--- src/rtl/ifu_fetch_pkg.sv ---
// Shared definitions for the instruction-fetch stage: reset level, NOP encoding,
// FSM state encodings and the PC alignment helper.
package ifu_fetch_pkg;

    localparam logic        RstnEnable = 1'b0;
    localparam logic [31:0] INST_NOP   = 32'h0000_0013;

    typedef enum logic [2:0] {
        IDLE     = 3'd0,
        REQ      = 3'd1,
        RSP      = 3'd2,
        DROP_GNT = 3'd3,
        DROP_RSP = 3'd4
    } fetch_state_e;

    function automatic logic [31:0] align_pc(input logic [31:0] addr);
        return {addr[31:2], 2'b00};
    endfunction

endpackage

--- src/rtl/ifu_fetch_dff.sv ---
// Generic clock-enabled register with synchronous active-low reset to a fixed value.
module ifu_fetch_dff
    import ifu_fetch_pkg::*;
#(
    parameter int               WIDTH    = 32,
    parameter logic [WIDTH-1:0] set_data = '0
) (
    input  logic             clk,
    input  logic             rstn,
    input  logic             ce,
    input  logic [WIDTH-1:0] d,
    output logic [WIDTH-1:0] q
);

    always_ff @(posedge clk) begin
        if (rstn == RstnEnable) begin
            q <= set_data;
        end else if (ce) begin
            q <= d;
        end
    end

endmodule

--- src/rtl/ifu_fetch.sv ---
// Instruction-fetch stage: owns the PC, issues single-outstanding ibus fetches and
// presents {pc, inst} through a one-entry valid/ready slot; redirects flush in-flight fetches.
//
// state    | meaning
// IDLE     | no bus activity, waiting for a free output slot
// REQ      | ibus_req asserted for the current pc, waiting for gnt
// RSP      | address accepted, waiting for rvalid to fill the slot
// DROP_GNT | redirected while ungranted; keep old request up until gnt
// DROP_RSP | redirected with a response outstanding; discard next rvalid
module ifu_fetch
    import ifu_fetch_pkg::*;
#(
    parameter int               XLEN     = 32,
    parameter logic [XLEN-1:0]  RESET_PC = 32'h0000_0000
) (
    input  logic            clk,
    input  logic            rstn,
    input  logic            jump_en,
    input  logic [XLEN-1:0] jump_addr,
    output logic            ibus_req,
    output logic [XLEN-1:0] ibus_addr,
    input  logic            ibus_gnt,
    input  logic            ibus_rvalid,
    input  logic [XLEN-1:0] ibus_rdata,
    output logic            out_valid,
    input  logic            out_ready,
    output logic [XLEN-1:0] out_pc,
    output logic [XLEN-1:0] out_inst
);

    fetch_state_e    state;
    logic [XLEN-1:0] pc;
    logic [XLEN-1:0] pc_d;
    logic [XLEN-1:0] pc_next;
    logic            pc_ce;
    logic            accept_rsp;
    logic            slot_free;
    logic            bus_gnt;

    assign slot_free  = !out_valid || out_ready;
    assign bus_gnt    = ibus_req && ibus_gnt;
    assign accept_rsp = (state == RSP) && ibus_rvalid && !jump_en;

    assign pc_ce   = jump_en || accept_rsp;
    assign pc_d    = jump_en ? align_pc(jump_addr) : pc + XLEN'(4);
    assign pc_next = pc_ce ? pc_d : pc;

    ifu_fetch_dff #(
        .WIDTH    (XLEN),
        .set_data (RESET_PC)
    ) u_pc (
        .clk  (clk),
        .rstn (rstn),
        .ce   (pc_ce),
        .d    (pc_d),
        .q    (pc)
    );

    always_ff @(posedge clk) begin
        if (rstn == RstnEnable) begin
            state     <= IDLE;
            ibus_req  <= 1'b0;
            ibus_addr <= RESET_PC;
            out_valid <= 1'b0;
            out_pc    <= '0;
            out_inst  <= INST_NOP;
        end else begin
            if (out_valid && out_ready) begin
                out_valid <= 1'b0;
            end

            case (state)
                IDLE: begin
                    if (!jump_en && slot_free) begin
                        state     <= REQ;
                        ibus_req  <= 1'b1;
                        ibus_addr <= pc;
                    end
                end

                REQ: begin
                    // A request already on the bus is never withdrawn, even on redirect.
                    if (jump_en) begin
                        if (bus_gnt) begin
                            state    <= DROP_RSP;
                            ibus_req <= 1'b0;
                        end else begin
                            state <= DROP_GNT;
                        end
                    end else if (bus_gnt) begin
                        state    <= RSP;
                        ibus_req <= 1'b0;
                    end
                end

                RSP: begin
                    if (jump_en) begin
                        state <= ibus_rvalid ? IDLE : DROP_RSP;
                    end else if (ibus_rvalid) begin
                        out_valid <= 1'b1;
                        out_pc    <= pc;
                        out_inst  <= ibus_rdata;
                        if (out_ready) begin
                            state     <= REQ;
                            ibus_req  <= 1'b1;
                            ibus_addr <= pc_next;
                        end else begin
                            state <= IDLE;
                        end
                    end
                end

                DROP_GNT: begin
                    if (bus_gnt) begin
                        state    <= DROP_RSP;
                        ibus_req <= 1'b0;
                    end
                end

                DROP_RSP: begin
                    if (ibus_rvalid) begin
                        state <= IDLE;
                    end
                end

                default: begin
                    state    <= IDLE;
                    ibus_req <= 1'b0;
                end
            endcase

            // Redirect flushes the consumer, so the slot empties regardless of out_ready.
            if (jump_en) begin
                out_valid <= 1'b0;
            end
        end
    end

endmodule
--- config.mk ---
export PLATFORM = sky130hd
export DESIGN_NAME = ifu_fetch
export DESIGN_NICKNAME = d
export VERILOG_FILES = /design/src/rtl/ifu_fetch_pkg.sv /design/src/rtl/ifu_fetch_dff.sv /design/src/rtl/ifu_fetch.sv
export SDC_FILE = /design/constraint.sdc
export NUM_CORES = 1
export LEC_CHECK = 0
export ABC_AREA = 1
export CORE_ASPECT_RATIO = 1.5
export CORE_MARGIN = 2
export CORE_UTILIZATION = 40
export CTS_CLUSTER_SIZE = 12
export DETAILED_ROUTE_END_ITERATION = 10
export PLACE_DENSITY_LB_ADDON = 0.2
export SYNTH_ARGS = -nofsm -noshare
export SYNTH_HDL_FRONTEND = slang
export SYNTH_SLANG_ARGS = --single-unit
--- constraint.sdc ---
create_clock -name clk -period 4.25 [get_ports clk]
set_clock_uncertainty 0.1 [all_clocks]
set_input_delay 1.275 -clock clk [delete_from_list [all_inputs] [get_ports clk]]
set_output_delay 1.275 -clock clk [all_outputs]
set_load 0.02 [all_outputs]
# After elaboration in Yosys (flattened, before gate mapping)
# Cells that the tools add are included.
[classes] add_sub_neg=1 n_mux=27 n_bitwise=3 n_reduce_logical=17 eq_ne=13
[op_table] op="$mux 32" count=6
[op_table] op="$pmux 32 s2" count=1
[op_table] op="$add 32x3->32 const B" count=1
[op_table] op="$mux 3" count=9
[op_table] op="$pmux 3 s5" count=1
[op_table] op="$ne 2x2->1 const B" count=6
[op_table] op="$reduce_and 5->1" count=2
[op_table] op="$mux 1" count=9
[op_table] op="$eq 3x2->1 const B" count=2
[op_table] op="$ne 3x3->1 const B" count=2
[op_table] op="$reduce_and 6->1" count=1
[op_table] op="$logic_and 1x1->1" count=5
[op_table] op="$pmux 1 s4" count=1
[op_table] op="$reduce_or 2->1" count=2
[op_table] op="$eq 3x1->1 const B" count=1
[op_table] op="$eq 3x3->1 const B" count=1
[op_table] op="$logic_not 3->1" count=1
[op_table] op="$not 1->1" count=3
[op_table] op="$reduce_and 3->1" count=1
[op_table] op="$logic_not 1->1" count=2
[op_table] op="$logic_or 1x1->1" count=2
[op_table] op="$ne 2x1->1 const B" count=1
[op_table] op="$reduce_bool 2->1" count=1
[word_totals] wordCells=68 regBits=133 inputBits=70 output_inout_bits=98

# Longest topological paths before layout
# Gate-level depths: netlist of run 1.
[logic_depth] word_depth=9 depth_mapped=12 mapped_depth_nobuf=12

# Cells and area by module
# From an unflattened synthesis of run 1, not the netlist that was laid out.
[hier_totals] cells_unflattened=975 area_unflattened_um2=6590.1
[modules_own_cells] module="ifu_fetch" cells_each=773 n_inst=1 area_each_um2=5255.0
[modules_own_cells] module="ifu_fetch_dff" cells_each=202 n_inst=1 area_each_um2=1335.0

# Worst setup path after synthesis of run 1
# No wires, ideal clock.
[synth_path] path_kind="input-to-reg" startpoint="input jump_en" endpoint="register ibus_addr[2]" arrival_ps=2318 setup_slack_ps=1710 required_time_ps=4028 path_stages=10 cell_sequence="buf_6 inv_4 buf_6 nand4_2 buf_6 buf_6 o221ai_2 nand2_1 o21ai_0 a21oi_1"
[synth_between] elab_chain_cells=8 elab_cells_between_ends=13 cone_classes="eq/ne: 2; mux: 6; reduce/logical: 5"
[synth_lines] item="from (decl)" line_no="ifu_fetch.sv:18" text="input logic jump_en,"
[synth_lines] item="$logic_not 1->1" line_no="ifu_fetch.sv:42, ifu_fetch.sv:74"
[synth_lines] item="$logic_and 1x1->1" line_no="ifu_fetch.sv:42" text="assign accept_rsp = (state == RSP) && ibus_rvalid && !jump_en;"
[synth_lines] item="$logic_or 1x1->1" line_no="ifu_fetch.sv:44" text="assign pc_ce = jump_en || accept_rsp;"
[synth_lines] item="$mux 32"
[synth_lines] item="$mux 32" line_no="ifu_fetch.sv:103" text="if (out_ready) begin"
[synth_lines] item="$mux 32" line_no="ifu_fetch.sv:99" text="end else if (ibus_rvalid) begin"
[synth_lines] item="$mux 32" line_no="ifu_fetch.sv:97" text="if (jump_en) begin"
[synth_lines] item="$pmux 32 s2" line_no="ifu_fetch.sv:72" text="case (state)"
[synth_lines] item="to (signal assigned)" line_no="ifu_fetch.sv:77" text="ibus_addr <= pc;"
[synth_lines] item="to (signal assigned)" line_no="ifu_fetch.sv:106" text="ibus_addr <= pc_next;"
[synth_lines] item="to (decl)" line_no="ifu_fetch.sv:21" text="output logic [XLEN-1:0] ibus_addr,"
# Several ways; a longest one is shown, not always the timed one. The select of a mux whose other input is x is not followed.
# A chain may end at the register's enable or synchronous reset.

# Worst setup path after layout of run 1
[layout_path] startpoint="input jump_en" endpoint="register out_pc[16]"
[layout_between] elab_chain_cells=2
[layout_lines] item="$not 1->1 (no line)"
[layout_lines] item="$reduce_and 3->1 (no line)"
[layout_lines] item="to (signal assigned)" line_no="ifu_fetch.sv:101" text="out_pc <= pc;"
[layout_lines] item="to (decl)" line_no="ifu_fetch.sv:27" text="output logic [XLEN-1:0] out_pc,"
# Every way passes these cells.

==> out/metrics.cfg, run 1 <==
[critical_path]
cp_slowest_cell=inv_4
crit_family=buffers and inverters
critPathRequiredTime_ps=4500
path_cells=clkdlybuf4s50_1 > inv_4 > nand4_2 > inv_4 > buf_4 > o21ai_0 > a21oi_1
reg2reg_slack_ps=1940
arrival_ps=3520
cp-start-kind=primary input
end_kind=flop
crit_type=primary input to flop
crit_fanout=37
critPathBufInv=4
critPathMostFrequentCell=inv_4
cpPeakStageDelay_ps=540

[synth]
ys_seq_elements=133
synth_area_leaders=dfxtp_1 43%, nand2_1 10%, nor2_1 9.3%, o21ai_0 6.2%, a21oi_1 5.9%
netlist_area_mm2=0.00617
netlist.area_leader.share_pct=43.2
ys_seq_area_share_pct=43.2
synth_area_per_cell_um2=6.94
yosysTopAreaCell=dfxtp_1
syn-num-nets=960
yosysWarnings=0
syn_inst=889
yosysUniqueCellTypes=40

[route]
drt_first_pass_iters=5
ant_nets=0
vias=6305
wl_per_cell_um=15.2
drt_iter0_drc=353
wl_mm=19.0
vias_per_cell=5.05
drc_errors=0

[sta]
worst_slew_pin_slew_ps=665
timing.slew.headroom_pct=55.6
final-max-slew-violation-count=0
timing.fmax_mhz=305
hold_violations=0
fin_tns_setup_ps=0
hold_ws_ps=367
rsz0062_at_grt=false
min_period_ps=3280
setup_viol=0
period_share_pct=77.1

[power]
p_leak_nw=3.29
vdd_ir_drop_max_v=0.000234
powerDensity_mw_per_mm2=523
fin_total_pwr_mw=4.42

[cts]
cts_setup_buffers=0
insertion_delay_ps=420
cts_tree=built
clkSlewWorstSetupHoldPaths_ps=50
cts.repair.resized=0
clock-sinks=133
numCtsBuffers=17
htreeDepth=4
cts_root_buf=clkbuf_16
hold_buffers=0
cts.path.max_buffers=2

[run_status]
status=completed

[finish]
antenna_cells=0
fin_area_mm2=0.00845
ff_latch_area_mm2=0.00266
fin_cells=1249
fill_cells=1483
multi_input_area_mm2=0.00294
synthToLayoutAreaGrowth_pct=37.1
nNetsFinal=1108
drive_gt1_share_pct=7.24

[placed_design]
dp.cells=1217
io_buffers=165
post_dp_cell_area_mm2=0.00790
dp_hpwl_mm=13.1
routabilityCongestion=0.919

[die]
die_x_um=105
core_area_mm2=0.0151
pin_count=168
initial_core_util_pct=40.9
die_area_mm2=0.0164
die_y_um=156
rows=55

[flow_run]
drv_cap=0

[global_routing]
grt_pass1_wl_mm=29.9
grt_max_degree=57
grt_antenna_before_repair=0
overflow=0
grt_pass1_vias=5758
grtUsageTotal_pct=23.1

[min_path]
hp-class=flop to flop

per-layer routing:
metal / vias to the layer above / track usage [%] / share of wire (%)
met2: 203 / 41.1 / 51
met1: 2879 / 26.6 / 41
met4: 0 / 10.2 / 2.6
met3: 31 / 4.34 / 5.4
met5: - / 0 / 0
li1: 3192 / - / -
synth_stat cells (all sizes together):
cell,count
o31ai,1
nand3b,1
a21boi,1
nand3,51
nor2,163
o22ai,1
o311ai,1
clkbuf,22
a21o,1
o221ai,2
buf,26
a21oi,75
or2,1
a211oi,4
xnor2,2
nand4,9
nor3,13
o21ai,126
a31oi,1
inv,77
o211ai,1
dfxtp,133
ha,1
xor2,6
nand2,170
cell families (layout without fill, tap and decap cells):
logic type	count (synthesis)	after routing	share of synthesized area [%]
adders and majority gates	1	1	0.203
DFF	133	133	43.2
xor gates and xnor gates	8	8	1.14
buffers and inverters	125	286	9.13
and+or+nand+nor	408	408	28.2
AOI/OAI and AO/OA	214	214	18.1
state kept, by name (all words and copies together) (netlist names):
register	count
state	3
u_pc.q	32
out_inst	32
ibus_addr	32
out_pc	32
ibus_req	1
out_valid	1
metrics by stage:
step / utilization [%] / setup WS, ps
after global routing: 56.1 / 757
after floorplan: - / 1710
after CTS: 56.1 / 926
after global placement: 52.4 / 525
after detailed placement: 52.4 / 497
final: 56.1 / 972
power by group:
| group | internal [mW] | switching (mW) |
|---|---|---|
| Clock | 0.809 | 0.580 |
| Combinational | 0.588 | 0.868 |
| Sequential | 1.45 | 0.126 |
| Total | 2.85 | 1.57 |
layout by cell type, fill, tap and decap left out, drive strengths merged, types with 5 or more instances in the layout:
master and instances:
xor2 6, nand2 170, buf 13, nor3 13, dfxtp 133, nor2 163
o21ai 126, nand3 51, a21oi 75, clkbuf 18, nand4 9, inv 81
clkdlybuf4s50 164, clkinv 5
worst paths after layout:
check / startpoint / cells after the start / end
hold / removal: u_pc.q[0]$_SDFF_PN0_ / 2 / u_pc.q[0]$_SDFF_PN0_
setup / recovery: jump_en / 7 / out_pc[16]$_SDFFE_PN0P_
setup reg to reg: state[1]$_SDFFE_PN0P_ / 6 / out_pc[16]$_SDFFE_PN0P_
hold reg to reg: u_pc.q[0]$_SDFF_PN0_ / 2 / u_pc.q[0]$_SDFF_PN0_
worst reg2reg max path, stage by stage (launching register included):
cell and delay (ps):
dfxtp_1 340, buf_4 280, nand4_2 460, inv_4 550, buf_4 270, o21ai_0 90
a21oi_1 160
cell type report:
cell class	instances	share of cell area, %
Multi-Input combinational cell	631	34.8
Clock buffer	18	5.08
Sequential cell	133	31.5
Tap cell	199	2.95
Timing Repair Buffer	177	20.7
Inverter	77	3.48
Clock inverter	14	1.51
No activity file was read; power rests on OpenSTA's default activity.
==> run 2, diff against run 1 <==
clock period = 2.7 ns   (was 4.25 ns; I/O delays follow)
==> run 2 against run 1 <==
Compared with the run above:
- first-iteration DRC count rose by 2.0%
- sequential power grew 58%
- wire length shrank 0.33%
- non-clock buffer count grew 20
- die area did not move
- critical path depth down 6
- sequential cell count did not move
- setup slack got worse by 600 ps
- clock power up 70%
- final cell count up 1.6%
- highest routed layer unchanged
==> out/metrics.cfg, run 2 (same netlist as run 1, synthesis figures left out) <==
[run_status]
status=completed

[finish]
drive_gt1_share_pct=8.97
antenna_cells=0
nNetsFinal=1128
synthToLayoutAreaGrowth_pct=41.9
final_common_cell=nand2_1
fin_util_pct=58.1
mostFrequentLayoutCells=165 x nand2_1, 164 x clkdlybuf4s50_1, 152 x nor2_1
fill_cells=1442

[sta]
timing.fmax_mhz=429
rsz0062_at_grt=false
fin_tns_setup_ps=0
setup_viol=0
period_share_pct=86.4
hold_violations=0
worst_slew_pin_slew_ps=472
hold_ws_ps=367
min_period_ps=2330
final-max-slew-violation-count=0
timing.slew.headroom_pct=68.5

[global_routing]
overflow=0
grt_max_degree=49
grt_pass1_wl_mm=30.5
grtUsageTotal_pct=23.3
grt_antenna_before_repair=0
grt_pass1_vias=5988

[critical_path]
path_cells=clkdlybuf4s50_1
cpPeakStageDelay_ps=630
cp-start-kind=flop
r2r_cells=11
arrival_ps=1420
crit_family=buffers and inverters
reg2reg_slack_ps=570
cp.depth=1
setup.worst_path.end=out_pc[2]
r2r-end=ibus_addr[20]$_SDFFE_PN0P_
startpoint=out_pc[2]$_SDFFE_PN0P_
critPathRequiredTime_ps=1790
crit_type=flop to output port
cp_slowest_cell=clkdlybuf4s50_1
rr_startpoint=u_pc.q[3]$_SDFF_PN0_
end_kind=output port
crit_fanout=2
critPathBufInv=1

[flow_run]
drv_cap=0

[placed_design]
routabilityCongestion=0.912
io_buffers=165
dp_hpwl_mm=13.5

[die]
initial_core_util_pct=40.9
die_area_mm2=0.0164
rows=55
pin_count=168
die_x_um=105
die_y_um=156
core_area_mm2=0.0151

[cts]
cts_tree=built
clkSlewWorstSetupHoldPaths_ps=60
hold_buffers=0
clock-sinks=133
htreeDepth=4
cts_root_buf=clkbuf_16
cts.repair.resized=0
insertion_delay_ps=420
numCtsBuffers=17
cts.path.max_buffers=2
cts_setup_buffers=0

[route]
wl_mm=18.9
drt_iter0_drc=360
wl_per_cell_um=14.9
drt_first_pass_iters=5
vias=6413
drc_errors=0
vias_per_cell=5.05
ant_nets=0

[power]
p_leak_nw=3.45
powerDensity_mw_per_mm2=835
vdd_ir_drop_max_v=0.000504

[min_path]
hp-class=flop to flop

## run 2: report_power, final
part,internal (mW),switching [mW]
combinational,1.08,1.38
sequential,2.29,0.206
clock,1.39,0.970
## run 2: how the worst min path moves through the flow
stage,start,to,slack [ps],cells past startpoint
after floorplan,u_pc.q[0]$_SDFF_PN0_,u_pc.q[0]$_SDFF_PN0_,340,2
after global placement,out_inst[4]$_SDFFE_PN1P_,out_inst[4]$_SDFFE_PN1P_,350,2
after detailed placement,u_pc.q[1]$_SDFF_PN0_,u_pc.q[1]$_SDFF_PN0_,360,2
after CTS,u_pc.q[1]$_SDFF_PN0_,u_pc.q[1]$_SDFF_PN0_,370,2
after global routing,out_inst[0]$_SDFFE_PN1P_,out_inst[0]$_SDFFE_PN1P_,400,2
final,u_pc.q[1]$_SDFF_PN0_,u_pc.q[1]$_SDFF_PN0_,370,2
## run 2: routing by layer
layer | wire, um | share of wire (%) | track usage [%]
met4 | 425 | 2.2 | 8.32
met2 | 9840 | 52 | 42.6
met5 | 0 | 0 | 0
met3 | 1010 | 5.4 | 4.34
met1 | 7610 | 40 | 26.8
## run 2: worst reg2reg max path: stages, from the launching register on
cell     delay [ps]
dfxtp_1         420
ha_1            240
nand3_2         130
inv_2           120
nand2_2         110
nor2_4          210
nand2_1          90
nand3_1          90
nand3_1         110
o21ai_0         220
buf_4           150
a21oi_1          50
## run 2: stage by stage
stage | setup WS (ps) | cell area (um^2) | power (mW) | instances
CTS | 365 | 8750 | 7.36 | 1269
global route | 311 | 8750 | 7.71 | 1269
floorplan | 625 | 6170 | 3.89 | 889
detailed placement | 71.4 | 8160 | 4.99 | 1237
global placement | 75.3 | 8160 | 4.97 | 1237
finish | 368 | 8750 | 7.31 | 1269
## run 2: cell type report
class / instances / area (um^2) / share of cell area, %
Multi-Input combinational cell: 631 / 2940 / 33.6
Sequential cell: 133 / 2660 / 30.4
Clock inverter: 14 / 164 / 1.87
Inverter: 77 / 294 / 3.36
Clock buffer: 18 / 429 / 4.90
Timing Repair Buffer: 197 / 2010 / 23.0
Tap cell: 199 / 249 / 2.84
